`config.mk`:
```
export PLATFORM = sky130hd
export DESIGN_NAME = dcache_req_arbiter
export DESIGN_NICKNAME = d
export VERILOG_FILES = /design/src/rtl/dcache_req_arbiter.sv
export SDC_FILE = /design/constraint.sdc
export NUM_CORES = 1
export LEC_CHECK = 0
export BUFFER_PORTS_ARGS = -buffer_cell sky130_fd_sc_hd__buf_2
export CORE_AREA = 3 3 142 144
export DETAILED_ROUTE_END_ITERATION = 10
export DIE_AREA = 0 0 145 147
export HOLD_SLACK_MARGIN = 0.05
export PLACE_DENSITY = 0.48
export SYNTH_ARGS = -nofsm -noshare
export SYNTH_HDL_FRONTEND = slang
export SYNTH_SLANG_ARGS = --single-unit
export TNS_END_PERCENT = 5
```
`constraint.sdc`:
```
create_clock -name clk_i -period 7.6 [get_ports clk_i]
set_input_delay 1.52 -clock clk_i [delete_from_list [all_inputs] [get_ports clk_i]]
set_output_delay 1.52 -clock clk_i [all_outputs]
set_load 0.005 [all_outputs]
```
`src/rtl/dcache_req_arbiter.sv`:
```
// Shares one data-cache request port between NrPorts requesters with round-robin
// arbitration, a grant lock held until acceptance, credit limiting and response routing.
module dcache_req_arbiter #(
   parameter int unsigned NrPorts        = 3,
   parameter int unsigned AddrWidth      = 32,
   parameter int unsigned DataWidth      = 32,
   parameter int unsigned TidWidth       = 1,
   parameter int unsigned MaxOutstanding = 7,
   localparam int unsigned PortW         = (NrPorts > 1) ? $clog2(NrPorts) : 1,
   localparam int unsigned BeWidth       = DataWidth / 8,
   localparam int unsigned CacheTidW     = PortW + TidWidth
) (
   input  logic                           clk_i,
   input  logic                           rst_ni,
   input  logic [NrPorts-1:0]             req_valid_i,
   output logic [NrPorts-1:0]             req_ready_o,
   input  logic [NrPorts*AddrWidth-1:0]   req_addr_i,
   input  logic [NrPorts-1:0]             req_we_i,
   input  logic [NrPorts*BeWidth-1:0]     req_be_i,
   input  logic [NrPorts*DataWidth-1:0]   req_wdata_i,
   input  logic [NrPorts*TidWidth-1:0]    req_tid_i,
   output logic                           cache_req_valid_o,
   input  logic                           cache_req_ready_i,
   output logic [AddrWidth-1:0]           cache_req_addr_o,
   output logic                           cache_req_we_o,
   output logic [BeWidth-1:0]             cache_req_be_o,
   output logic [DataWidth-1:0]           cache_req_wdata_o,
   output logic [CacheTidW-1:0]           cache_req_tid_o,
   input  logic                           cache_rsp_valid_i,
   input  logic [CacheTidW-1:0]           cache_rsp_tid_i,
   input  logic [DataWidth-1:0]           cache_rsp_rdata_i,
   output logic [NrPorts-1:0]             rsp_valid_o,
   output logic [TidWidth-1:0]            rsp_tid_o,
   output logic [DataWidth-1:0]           rsp_rdata_o,
   output logic [3:0]                     outstanding_o,
   output logic                           idle_o,
   output logic                           err_o
);

   typedef enum logic {IDLE, LOCKED} state_e;

   state_e           state_q, state_d;
   logic [PortW-1:0] rr_ptr_q, rr_ptr_d;
   logic [PortW-1:0] winner_q, winner_d;
   logic [PortW-1:0] rr_idx, rr_sel, sel;
   logic             rr_found;
   logic [3:0]       outstanding_q, outstanding_d;
   logic             err_q, err_d;
   logic             credit, accept;
   logic [PortW-1:0] rsp_idx;
   logic             rsp_idx_ok;

   function automatic logic [PortW-1:0] ptr_inc(input logic [PortW-1:0] p);
      return (32'(p) >= NrPorts - 1) ? '0 : PortW'(32'(p) + 32'd1);
   endfunction

   assign credit = (outstanding_q < 4'(MaxOutstanding));

   // First valid requester at or above rr_ptr, wrapping modulo NrPorts
   always_comb begin
      rr_idx   = '0;
      rr_sel   = '0;
      rr_found = 1'b0;
      for (int unsigned k = 0; k < NrPorts; k++) begin
         rr_idx = PortW'((32'(rr_ptr_q) + k) % NrPorts);
         if (!rr_found && req_valid_i[rr_idx]) begin
            rr_found = 1'b1;
            rr_sel   = rr_idx;
         end
      end
   end

   always_comb begin
      state_d           = state_q;
      rr_ptr_d          = rr_ptr_q;
      winner_d          = winner_q;
      sel               = rr_sel;
      cache_req_valid_o = 1'b0;
      req_ready_o       = '0;
      case (state_q)
         IDLE: begin
            sel               = rr_sel;
            cache_req_valid_o = rr_found & credit & rst_ni;
            if (cache_req_valid_o) begin
               if (cache_req_ready_i) begin
                  req_ready_o[sel] = 1'b1;
                  rr_ptr_d         = ptr_inc(sel);
               end else begin
                  winner_d = sel;
                  state_d  = LOCKED;
               end
            end
         end
         LOCKED: begin
            // Credit cannot drop here: only responses change the count while locked
            sel               = winner_q;
            cache_req_valid_o = req_valid_i[winner_q] & rst_ni;
            if (!req_valid_i[winner_q]) begin
               state_d = IDLE;
            end else if (cache_req_ready_i) begin
               req_ready_o[winner_q] = 1'b1;
               rr_ptr_d              = ptr_inc(winner_q);
               state_d               = IDLE;
            end
         end
         default: state_d = IDLE;
      endcase
   end

   assign accept = cache_req_valid_o & cache_req_ready_i;

   // Payload of the selected requester, zero while no request is presented
   always_comb begin
      cache_req_addr_o  = '0;
      cache_req_we_o    = 1'b0;
      cache_req_be_o    = '0;
      cache_req_wdata_o = '0;
      cache_req_tid_o   = '0;
      if (cache_req_valid_o) begin
         for (int unsigned i = 0; i < NrPorts; i++) begin
            if (sel == PortW'(i)) begin
               cache_req_addr_o  = req_addr_i[i*AddrWidth +: AddrWidth];
               cache_req_we_o    = req_we_i[i];
               cache_req_be_o    = req_be_i[i*BeWidth +: BeWidth];
               cache_req_wdata_o = req_wdata_i[i*DataWidth +: DataWidth];
               cache_req_tid_o   = {sel, req_tid_i[i*TidWidth +: TidWidth]};
            end
         end
      end
   end

   assign rsp_idx    = cache_rsp_tid_i[TidWidth +: PortW];
   assign rsp_idx_ok = (32'(rsp_idx) < NrPorts);

   always_comb begin
      rsp_valid_o = '0;
      for (int unsigned i = 0; i < NrPorts; i++) begin
         rsp_valid_o[i] = cache_rsp_valid_i & rst_ni & (rsp_idx == PortW'(i));
      end
   end

   assign rsp_tid_o   = cache_rsp_tid_i[TidWidth-1:0];
   assign rsp_rdata_o = cache_rsp_rdata_i;

   // In-flight count saturating at zero; unroutable or unexpected responses are sticky errors
   always_comb begin
      outstanding_d = outstanding_q;
      err_d         = err_q;
      if (cache_rsp_valid_i && (!rsp_idx_ok || outstanding_q == 4'd0)) begin
         err_d = 1'b1;
      end
      if (accept && !cache_rsp_valid_i) begin
         outstanding_d = outstanding_q + 4'd1;
      end else if (!accept && cache_rsp_valid_i && outstanding_q != 4'd0) begin
         outstanding_d = outstanding_q - 4'd1;
      end
   end

   always_ff @(posedge clk_i or negedge rst_ni) begin
      if (!rst_ni) begin
         state_q       <= IDLE;
         rr_ptr_q      <= '0;
         winner_q      <= '0;
         outstanding_q <= '0;
         err_q         <= 1'b0;
      end else begin
         state_q       <= state_d;
         rr_ptr_q      <= rr_ptr_d;
         winner_q      <= winner_d;
         outstanding_q <= outstanding_d;
         err_q         <= err_d;
      end
   end

   assign outstanding_o = outstanding_q;
   assign idle_o        = (outstanding_q == 4'd0) && (state_q == IDLE);
   assign err_o         = err_q;

`ifndef SYNTHESIS
   locked_valid_held: assert property (@(posedge clk_i) disable iff (!rst_ni)
      (state_q == LOCKED) |-> req_valid_i[winner_q]);
`endif

endmodule

```
==> metrics.md <==
| Metric | Value |
|---|---|
| # fillers | 2098 |
| Final TNS setup | 0 ns |
| Worst-path clk slew | 0.04 ns |
| Synth Area per Inst | 9.05 um2 |
| Placed cell area | 4210 um2 |
| Hold EP | err_o |
| Synth Warn # | 0 |
| Routed Antenna Nets | 0 |
| Area contributors post-synth | mux2i_1, o2bb2ai_1, buf_4 |
| Post-cts sizing count | 0 |
| Top-count cell post-synth | mux2i_1 |
| Cell area after synthesis | 2740 um2 |
| Clock Sinks | 10 |
| # IOs | 370 |
| Yosys cell types | 48 |
| Starting Density | 0.146 |
| Nets | 816 |
| GR Util met3 | 0.0444 |
| Syn Inst Count | 303 |
| Clk_skew | 0.00290 ns |
| Worst skew pair latency | around 0.23 ns |
| Unrepaired setup endpoints after global routing | no |
| CTS H-Tree Depth | 1 |
| Hold Crit Class | register to register |
| Core ar. | 18800 um2 |
| Drt drc | 0 |
| Fmax | about 190 MHz |
| Number of synthesized flops with an enable pin | 0 |
| Area of the die | about 21000 um2 |
| Syn Nets | between 500 and 600 |
| Rows | 50 |
| Per-cell routed wire length | about 17 um |
| Drt first pass iters | 4 |
| Setup ws final | 2.28 ns |
| CP Launch Type | input pin |
| Reg2reg path depth | 13 |
| Final hold vios | 0 |
| Actual slew at the worst max-slew pin | 0.846 ns |
| Worst EP arrival | 3.80 ns |
| GP Congestion | 0.822 |
| Minimum clock period | 5.32 ns |
| Count of pins over their slew limit | 0 |
| Reg-to-Reg End | outstanding_o[3] |
| Area grow syn2layout | 56.2% |
| Top_reg_cell synth | dfrtp_1 |
| Hold Slack | 0.465 ns |
| Routed via count | 3374 |
| Initial antenna violation count | 1 |
| Slew margin rel. | 0.436 |
| Max_cap viols | 0 |
| Post-synth top cells | mux2i_1, o2bb2ai_1, buf_4 |
| Die width | 145 um |
| Max VDD drop | 0.304 mV |
| R2R Setup Slk | 4.47 ns |
| Fin crit share | 0.699 |
| TritonCTS clock tree | yes |
| GR Layer Usage met1 | 0.130 |
| Final Setup Violations | 0 |
| Setup Buffers After CTS | 0 |
| Routed vias/inst | 4.13 |
| PwrDens | 318 nW/um2 |
| Leakage | around 2.5 nW |
| Crit path capture type | output port |
| IO Port Bufs | 303 |
| Die Ht | approximately 150 um |
| Async SR Flop Fraction | 1.00 |
| Kind of critical path | input pin to output port |
| Dpl ws | 2.24 ns |
| Outcome | completed |
| FF+latch count, synth | 10 |
| Layout cells sized above 1 | 0.593 |
| CTS buffer count | 3 |
| Iteration-0 DRC Markers | 70 |
| CTS Root Cell | clkbuf_16 |
| Share of the synthesized area in the top cell type | 0.270 |
| Dpl hpwl | 11700 um |
| Final std cells w/o fill | ~800 |
| Vias in the first global route | around 3500 |
| Global route total overflow | 0 |
| Required @ worst endpoint | 6.08 ns |
| Post-synthesis sequential area ratio | 0.0913 |
| Yosys top cell by area | mux2i_1 |
| HP Start | err_o |
| # hold bufs at CTS | 0 |
| Grt met2 use | 0.221 |
| Most used routing layer | met2 |
| Clock Path Buffers | 2 |
| Hold Path Stages | 1 |
| Pin count of the biggest net entering global routing | 72 |
| Worst R2R Start | rr_ptr_q[0] |
| First-pass GRT wire length | 20300 um |
| CP max FO | 45 |
| Total GRT Usage | 0.118 |
| Total length of routed wires | roughly 14000 um |
| Dpl cells | 812 |
| Final Cell Area | 4280 um2 |
==> cells in the final DEF, fill, tap and decap left out, types with 2 or more instances in the layout <==
master     synthesis  layout
buf_2             10     303
mux2i_1           74      74
o2bb2ai_1         70      70
nand2_1           11      11
dfrtp_1           10      10
nor2_1             7       7
nor2b_1            6       6
ha_1               6       6
mux2_4             4       4
inv_1              4       4
and2_1             4       4
a21o_1             5       4
o22ai_1            3       3
nand3_1            3       3
clkbuf_16          0       3
o21ai_2            2       2
nand4_1            2       2
a31oi_1            2       2
o21a_1             2       2
a21o_2             1       2
nor3b_1            2       2
a21oi_1            2       2
xnor2_1            2       2
mux2_2             2       2
buf_4             39       2
==> kinds of logic after synthesis <==
family	Yosys count	share of synthesized area
buf+inv	62	0.162
simple gates	45	0.0917
flops	10	0.0913
compound gates	96	0.310
mux	80	0.300
fa+ha+maj	7	0.0347
xor+xnor	3	0.00959
==> report_power, final <==
part / switching, mW / total (mW) / internal [mW]
registers: 0.0357 / 0.112 / 0.0764
logic: 0.615 / 1.16 / 0.544
clock network: 0.0228 / 0.0909 / 0.0681
==> worst max-delay path by stage <==
| stage | startpoint | endpoint | slack [ns] | depth (start not counted) |
|---|---|---|---|---|
| global route | req_valid_i[1] | cache_req_wdata_o[15] | 2.10 | 8 |
| global placement | req_valid_i[0] | cache_req_wdata_o[15] | 2.26 | 9 |
| detailed placement | req_valid_i[0] | cache_req_wdata_o[14] | 2.24 | 9 |
| CTS | req_valid_i[0] | cache_req_wdata_o[14] | 2.24 | 9 |
| finish | req_valid_i[0] | cache_req_wdata_o[14] | 2.28 | 9 |
| floorplan | req_valid_i[0] | cache_req_addr_o[22] | 3.39 | 8 |
==> metal layers <==
layer | up-vias | wire, um
met5 | - | 0
met4 | 0 | 210
met3 | 20 | 1360
met2 | 202 | 7110
met1 | 1503 | 5150
li1 | 1649 | -
==> state kept, by name, indices dropped and copies added, names as in the netlist <==
name and cells:
state_q 1, rr_ptr_q 2, winner_q 2, err_o 1, outstanding_o 4
==> worst max-delay path, cell delays in order <==
cell and delay, ns:
buf_2 0.13, mux2_4 0.28, a32oi_4 0.22, inv_2 0.08, nand2_1 0.13, a21o_2 0.50
buf_4 0.52, o2bb2ai_1 0.19, buf_2 0.17
==> stage by stage <==
stage / utilization / total power, mW
4_1_cts: 0.227 / 1.39
2_1_floorplan: - / 0.936
5_1_grt: 0.227 / 1.48
6_report: 0.227 / 1.36
3_3_place_gp: 0.223 / 1.30
3_5_place_dp: 0.223 / 1.30
==> cell type report <==
type                            count  area (um2)  area share
Antenna cell                        1        2.50    0.000584
Timing Repair Buffer              306        1550       0.362
Tap cell                          260         325      0.0760
Multi-Input combinational cell    231        2060       0.481
Inverter                            5        18.8     0.00438
Sequential cell                    10         250      0.0584
Clock buffer                        3        75.1      0.0175
Power figures use the tool's default switching activity.
